==> config.mk <==
export PLATFORM = sky130hd
export DESIGN_NAME = pixel_stream_source
export DESIGN_NICKNAME = d
export VERILOG_FILES = /design/src/rtl/pixel_stream_source_pkg.sv /design/src/rtl/pixel_stream_source_raster_counter.sv /design/src/rtl/pixel_stream_source.sv
export SDC_FILE = /design/constraint.sdc
export NUM_CORES = 1
export LEC_CHECK = 0
export ABC_AREA = 1
export BUFFER_PORTS_ARGS = -buffer_cell sky130_fd_sc_hd__buf_2
export CAP_MARGIN = 20
export CORE_MARGIN = 5
export CORE_UTILIZATION = 50
export CTS_BUF_LIST = sky130_fd_sc_hd__clkbuf_2
export DETAILED_ROUTE_END_ITERATION = 10
export PLACE_DENSITY = 0.72
export SYNTH_ARGS = -nofsm -noshare
export SYNTH_HDL_FRONTEND = slang
export SYNTH_SLANG_ARGS = --single-unit
==> constraint.sdc <==
create_clock -name clk -period 3.87 [get_ports clk]
set_input_delay 0.1935 -clock clk [delete_from_list [all_inputs] [get_ports clk]]
set_output_delay 0.1935 -clock clk [all_outputs]
set_load 0.01 [all_outputs]
==> src/rtl/pixel_stream_source_pkg.sv <==
// rtl/pixel_stream_source_pkg.sv - state encoding and width helper shared by the raster streamer and edge writer
package pixel_stream_source_pkg;

    localparam int PIX_W = 8;

    typedef enum logic [1:0] {
        ST_IDLE  = 2'd0,
        ST_LINE  = 2'd1,
        ST_BLANK = 2'd2,
        ST_DRAIN = 2'd3
    } stream_state_e;

    // Never returns less than 1 so a degenerate dimension still gets a real bit.
    function automatic int clog2(input int n);
        int r;
        r = 0;
        while ((1 << r) < n) begin
            r = r + 1;
        end
        return (r < 1) ? 1 : r;
    endfunction

endpackage

==> src/rtl/pixel_stream_source_raster_counter.sv <==
// rtl/pixel_stream_source_raster_counter.sv - column/row/linear-address counters with end-of-line and end-of-frame flags
module raster_counter
    import pixel_stream_source_pkg::*;
#(
    parameter int IMG_WIDTH  = 640,
    parameter int IMG_HEIGHT = 480,
    parameter int ADDR_W     = 19,
    parameter int COL_W      = clog2(IMG_WIDTH),
    parameter int ROW_W      = clog2(IMG_HEIGHT)
) (
    input  logic              clk,
    input  logic              rst_n,
    input  logic              clear,
    input  logic              advance,
    output logic [COL_W-1:0]  col,
    output logic [ROW_W-1:0]  row,
    output logic [ADDR_W-1:0] addr,
    output logic              last_col,
    output logic              last_row
);

    localparam logic [COL_W-1:0] COL_LAST = COL_W'(IMG_WIDTH - 1);
    localparam logic [ROW_W-1:0] ROW_LAST = ROW_W'(IMG_HEIGHT - 1);

    logic [COL_W-1:0]  col_q, col_d;
    logic [ROW_W-1:0]  row_q, row_d;
    logic [ADDR_W-1:0] addr_q, addr_d;

    assign last_col = (col_q == COL_LAST);
    assign last_row = (row_q == ROW_LAST);
    assign col      = col_q;
    assign row      = row_q;
    assign addr     = addr_q;

    always_comb begin
        col_d  = col_q;
        row_d  = row_q;
        addr_d = addr_q;
        if (clear) begin
            col_d  = '0;
            row_d  = '0;
            addr_d = '0;
        end else if (advance) begin
            if (last_col) begin
                col_d = '0;
                if (!last_row) begin
                    row_d = row_q + ROW_W'(1);
                end
            end else begin
                col_d = col_q + COL_W'(1);
            end
            // Parks on the final pixel address instead of stepping past the frame.
            if (!(last_col && last_row)) begin
                addr_d = addr_q + ADDR_W'(1);
            end
        end
    end

    always_ff @(posedge clk or negedge rst_n) begin
        if (!rst_n) begin
            col_q  <= '0;
            row_q  <= '0;
            addr_q <= '0;
        end else begin
            col_q  <= col_d;
            row_q  <= row_d;
            addr_q <= addr_d;
        end
    end

endmodule

==> src/rtl/pixel_stream_source.sv <==
// rtl/pixel_stream_source.sv - raster frame streamer with line gaps; PIXEL_SOURCE_TEST_PATTERN_EN adds a (col+row) test pattern
module pixel_stream_source
    import pixel_stream_source_pkg::*;
#(
    parameter int IMG_WIDTH  = 640,
    parameter int IMG_HEIGHT = 480,
    parameter int HBLANK     = 4,
    parameter int ADDR_W     = 19
) (
    input  logic              clk,
    input  logic              rst_n,
    input  logic              start,
`ifdef PIXEL_SOURCE_TEST_PATTERN_EN
    input  logic              pattern_sel,
`endif
    output logic              mem_rd_en,
    output logic [ADDR_W-1:0] mem_rd_addr,
    input  logic [PIX_W-1:0]  mem_rd_data,
    output logic              valid_out,
    output logic [PIX_W-1:0]  pixel_data,
    output logic              sof,
    output logic              eol,
    output logic              busy,
    output logic              frame_done
);

    localparam int COL_W = clog2(IMG_WIDTH);
    localparam int ROW_W = clog2(IMG_HEIGHT);
    localparam int GAP_W = clog2(HBLANK + 1);
    localparam logic [GAP_W-1:0] GAP_LAST = GAP_W'((HBLANK > 0) ? HBLANK - 1 : 0);

    stream_state_e    state_q, state_d;
    logic [GAP_W-1:0] gap_q, gap_d;
    logic             rd_en_q, rd_en_d;
    logic             a_vld_q, a_vld_d, a_first_q, a_first_d, a_last_q, a_last_d;
    logic             valid_q, valid_d, sof_q, sof_d, eol_q, eol_d;
    logic [PIX_W-1:0] pixel_q, pixel_d;
    logic             busy_q, busy_d, done_q, done_d;

    logic             accept, clear, advance, pattern_next;
    logic [PIX_W-1:0] stage_b_data;
    logic [COL_W-1:0] col;
    logic [ROW_W-1:0] row;
    logic             last_col, last_row;

    // A start landing on the frame_done cycle is dropped, not queued.
    assign accept = (state_q == ST_IDLE) && start && !done_q;

    raster_counter #(
        .IMG_WIDTH  (IMG_WIDTH),
        .IMG_HEIGHT (IMG_HEIGHT),
        .ADDR_W     (ADDR_W),
        .COL_W      (COL_W),
        .ROW_W      (ROW_W)
    ) u_raster_counter (
        .clk      (clk),
        .rst_n    (rst_n),
        .clear    (clear),
        .advance  (advance),
        .col      (col),
        .row      (row),
        .addr     (mem_rd_addr),
        .last_col (last_col),
        .last_row (last_row)
    );

`ifdef PIXEL_SOURCE_TEST_PATTERN_EN
    logic             pat_q, pat_d;
    logic [PIX_W-1:0] a_pat_q, a_pat_d;

    always_comb begin
        pat_d   = accept ? pattern_sel : pat_q;
        a_pat_d = PIX_W'(32'(col) + 32'(row));
    end

    always_ff @(posedge clk or negedge rst_n) begin
        if (!rst_n) begin
            pat_q   <= 1'b0;
            a_pat_q <= '0;
        end else begin
            pat_q   <= pat_d;
            a_pat_q <= a_pat_d;
        end
    end

    assign pattern_next = pat_d;
    assign stage_b_data = pat_q ? a_pat_q : mem_rd_data;
`else
    assign pattern_next = 1'b0;
    assign stage_b_data = mem_rd_data;
`endif

    always_comb begin
        state_d = state_q;
        gap_d   = gap_q;
        clear   = 1'b0;
        advance = 1'b0;
        done_d  = 1'b0;
        case (state_q)
            ST_IDLE: begin
                if (accept) begin
                    state_d = ST_LINE;
                    clear   = 1'b1;
                end
            end
            ST_LINE: begin
                advance = 1'b1;
                if (last_col) begin
                    if (last_row) begin
                        state_d = ST_DRAIN;
                    end else if (HBLANK > 0) begin
                        state_d = ST_BLANK;
                        gap_d   = '0;
                    end
                end
            end
            ST_BLANK: begin
                if (gap_q == GAP_LAST) begin
                    state_d = ST_LINE;
                end else begin
                    gap_d = gap_q + GAP_W'(1);
                end
            end
            ST_DRAIN: begin
                // Stage A empty means stage B is presenting the final pixel now.
                if (!a_vld_q) begin
                    state_d = ST_IDLE;
                    done_d  = 1'b1;
                end
            end
            default: state_d = ST_IDLE;
        endcase

        rd_en_d   = (state_d == ST_LINE) && !pattern_next;
        busy_d    = (state_d != ST_IDLE) || done_d;

        a_vld_d   = (state_q == ST_LINE);
        a_first_d = (state_q == ST_LINE) && (col == '0) && (row == '0);
        a_last_d  = (state_q == ST_LINE) && last_col;

        valid_d   = a_vld_q;
        sof_d     = a_vld_q && a_first_q;
        eol_d     = a_vld_q && a_last_q;
        pixel_d   = a_vld_q ? stage_b_data : pixel_q;
    end

    always_ff @(posedge clk or negedge rst_n) begin
        if (!rst_n) begin
            state_q   <= ST_IDLE;
            gap_q     <= '0;
            rd_en_q   <= 1'b0;
            a_vld_q   <= 1'b0;
            a_first_q <= 1'b0;
            a_last_q  <= 1'b0;
            valid_q   <= 1'b0;
            sof_q     <= 1'b0;
            eol_q     <= 1'b0;
            pixel_q   <= '0;
            busy_q    <= 1'b0;
            done_q    <= 1'b0;
        end else begin
            state_q   <= state_d;
            gap_q     <= gap_d;
            rd_en_q   <= rd_en_d;
            a_vld_q   <= a_vld_d;
            a_first_q <= a_first_d;
            a_last_q  <= a_last_d;
            valid_q   <= valid_d;
            sof_q     <= sof_d;
            eol_q     <= eol_d;
            pixel_q   <= pixel_d;
            busy_q    <= busy_d;
            done_q    <= done_d;
        end
    end

    assign mem_rd_en  = rd_en_q;
    assign valid_out  = valid_q;
    assign pixel_data = pixel_q;
    assign sof        = sof_q;
    assign eol        = eol_q;
    assign busy       = busy_q;
    assign frame_done = done_q;

endmodule

==> results.json <==
{
  "crit_buf_inv": 2,
  "p_int_w": 0.000805,
  "p_clk_share_pct": 39.1,
  "clk_pin_slew_worst_paths_ns": 0.23,
  "ys_seq_area_share_pct": 45.3,
  "die_w_um": 91.4,
  "fin_tns_setup_ns": 0,
  "cts_setup_buffers": 0,
  "wire_per_inst_um": 12.9,
  "cts_tree": "done",
  "antenna_found_initial": 0,
  "cts_buffers": 9,
  "rsz0062_at_grt": "false",
  "rr_startpoint": "state_q[0]",
  "worstSetupPathType": "reg2reg",
  "finalCritPeriodShare_pct": 48.4,
  "grt_usage_pct": 18.3,
  "synth_nets": 415,
  "dieArea_sq_um": 8360,
  "grt_overflow": 0,
  "max_clock_freq_ghz": 0.533,
  "ys_ff_latch": 60,
  "crit_cells": 7,
  "port_buffers": 43,
  "synth_top_area_share_pct": 45.3,
  "ys.flop_type": "dfrtp_1",
  "syn_area_per_cell_sq_um": 8.35,
  "hold_viol": 0,
  "seq_area_sq_um": 1500,
  "status": "finished, final reports clean",
  "r2r_slack_ns": 2.00,
  "viasPerCell": 5.23,
  "grt_pass1_wl_um": 12500,
  "switching_share_pct": 26.6,
  "setup_viol": 0,
  "clockBufferDepth": 2,
  "pwr-share-seq_pct": 57.7,
  "synth_top_area_cell": "dfrtp_1",
  "slew_headroom_pct": 50.4,
  "reg2reg_depth": 7,
  "drive_above_1_share_pct": 25.4,
  "comb_power_share_pct": 3.2,
  "min_period_ns": 1.87,
  "instances_no_fill": 537,
  "drt-total-wl_um": 6920,
  "synthArstFlopShare_pct": 100,
  "ioPinCount": 44,
  "drv_cap": 0,
  "switchingPower_w": 0.000292,
  "synthCells": 397,
  "core.rowCount": 29,
  "slew_violations": 0,
  "area_delta_synth_final_pct": 14.3,
  "power.density_nw_per_um2": 290,
  "core_area_sq_um": 6390,
  "finalWeightedCongestion": 0.911,
  "synth_area_sq_um": 3310,
  "grt_pass1_vias": 2698,
  "required_ns": 4.32,
  "clock_skew_ns": 0.0438,
  "cp_top_family": "simple AND/OR/NAND/NOR gates",
  "setup_ws_ns": 2.00,
  "drt_iter0_drc": 101,
  "drc": 0,
  "startpoint_type": "register",
  "die_y_um": 91.4,
  "grt_max_degree": 61,
  "multi_input_area_sq_um": 1610,
  "dpl.cell_count": 512,
  "leakage_nw": 1.83,
  "hold_buffers": 9,
  "cp-end-kind": "register",
  "ctsResizeCount": 0,
  "r2r-end": "u_raster_counter.addr[5]",
  "insertion_delay_ns": 0.52,
  "slowest_delay_ns": 0.49,
  "fillers": 558,
  "start_util_pct": 51.9,
  "clockRootBuffer": "clkbuf_2",
  "crit_path_start": "state_q[0]",
  "peakVddDrop_mv": 0.166,
  "diodes": 0,
  "tightest_slew_ns": 0.745,
  "synth_cell_type_count": 35,
  "critPathCapture": "u_raster_counter.addr[5]",
  "cp_slowest_cell": "dfrtp_1",
  "crit_chain": "nor2_2 -> nand3_4 -> nand2_4 -> inv_4 -> nor2_8 -> inv_8 -> o21ai_0",
  "ant_nets": 0,
  "htree_levels": 3,
  "min_path_type": "in2reg",
  "arrival_ns": 2.32,
  "dr_total_vias": 2808,
  "nets": 473,
  "pre_cts_slack_ns": 2.04,
  "yosys-top-cells-area": "dfrtp_1 45%, nand2_1 11%, nor2_1 5.4%, nand3_1 4.4%, nand2_2 4.2%",
  "synth_edf_count": 0,
  "ys_warn_count": 0,
  "drtPass1Iterations": 4,
  "critPathMaxFanout": 26,
  "hpwlAfterDp_um": 4910,
  "cts_sinks": 60
}
==> per-layer routing <==
| metal | global-route usage (%) | wire length (um) | vias to the layer above |
|---|---|---|---|
| li1 | - | - | 1409 |
| met1 | 23.3 | 3100 | 1317 |
| met2 | 29.6 | 3340 | 74 |
| met3 | 4.38 | 394 | 8 |
| met4 | 7.70 | 91 | 0 |
| met5 | 0 | 0 | - |
==> power by group through the flow <==
stage / combinational, W / sequential [W] / clock [W]
final: 0.0000350 / 0.000634 / 0.000429
after floorplan: 0.00000373 / 0.000647 / 0
after global placement: 0.0000287 / 0.000645 / 0
after detailed placement: 0.0000294 / 0.000645 / 0
after CTS: 0.0000364 / 0.000634 / 0.000440
after global routing: 0.0000402 / 0.000635 / 0.000475
==> area by class of cell <==
type / count / share of cell area, %
clock buffers: 9 / 1.19
clock inverters: 7 / 2.11
inverters: 36 / 3.83
multi-input cells: 295 / 42.5
flip-flops and latches: 60 / 39.6
well taps: 77 / 2.54
repair buffers: 53 / 8.25
==> worst min-delay path, cell delays in order <==
cell,delay (ns)
buf_2,0.12
nand3_4,0.27
nand3_1,0.12
nand2_1,0.05
==> worst min path at each step <==
| stage | start | to | slack [ns] | cells after the start |
|---|---|---|---|---|
| after floorplan | rst_n | a_first_q | -0.10 | 0 |
| after global placement | rst_n | pixel_data[3] | 0.39 | 2 |
| after detailed placement | rst_n | pixel_data[4] | 0.40 | 2 |
| after CTS | start | u_raster_counter.addr[1] | 0.25 | 4 |
| after global routing | start | u_raster_counter.addr[1] | 0.28 | 4 |
| final | start | u_raster_counter.addr[1] | 0.27 | 4 |
==> placed cells by master, fill, tap and decap left out, drive strengths merged, types with 3 or more instances in the layout <==
master | Yosys | layout
a21oi | 11 | 11
buf | 4 | 44
clkbuf | 2 | 9
dfrtp | 60 | 60
dlygate4sd3 | 0 | 9
ha | 7 | 7
inv | 36 | 40
mux2 | 8 | 8
nand2 | 121 | 121
nand3 | 32 | 32
nand4 | 9 | 9
nor2 | 56 | 56
nor3 | 4 | 4
o21ai | 21 | 21
o21bai | 6 | 6
or2 | 3 | 3
xnor2 | 3 | 3
xor2 | 8 | 8
==> stage by stage <==
stage          total power (W)  hold slack (ns)  utilization [%]  area [sq um]
3_3_place_gp          0.000673            0.390             56.0          3570
4_1_cts                0.00111            0.247             59.3          3790
5_1_grt                0.00115            0.281             59.3          3790
3_5_place_dp          0.000674            0.397             56.0          3570
2_1_floorplan         0.000651           -0.102                -          3310
6_report               0.00110            0.272             59.3          3790
==> Yosys cell counts (3+ instances only) <==
| cell | number |
|---|---|
| nand2_1 | 97 |
| dfrtp_1 | 60 |
| nor2_1 | 48 |
| inv_1 | 32 |
| nand3_1 | 29 |
| nand2_2 | 22 |
| o21ai_0 | 12 |
| a21oi_1 | 11 |
| nand4_1 | 9 |
| mux2_2 | 8 |
| xor2_1 | 8 |
| ha_1 | 7 |
| o21ai_2 | 7 |
| o21bai_1 | 6 |
| nor2_2 | 4 |
| nor3_1 | 4 |
| nor2_4 | 3 |
| or2_2 | 3 |
| xnor2_1 | 3 |
==> sequential cells by signal, summed over array words and instances, names as in the netlist <==
name,flops
state_q,2
pixel_data,8
u_raster_counter.row,9
a_last_q,1
u_raster_counter.addr,19
eol,1
mem_rd_en,1
a_first_q,1
busy,1
u_raster_counter.col,10
frame_done,1
gap_q,3
sof,1
a_vld_q,1
valid_out,1
==> kinds of logic after synthesis <==
logic type / share of synthesized area (%)
and+or+nand+nor: 33.1
muxes: 2.72
adders and majority gates: 2.64
DFF: 45.3
xor gates and xnor gates: 2.91
buffers and inverters: 6.15
AOI/OAI and AO/OA: 7.17
Power figures use the tool's default switching activity.
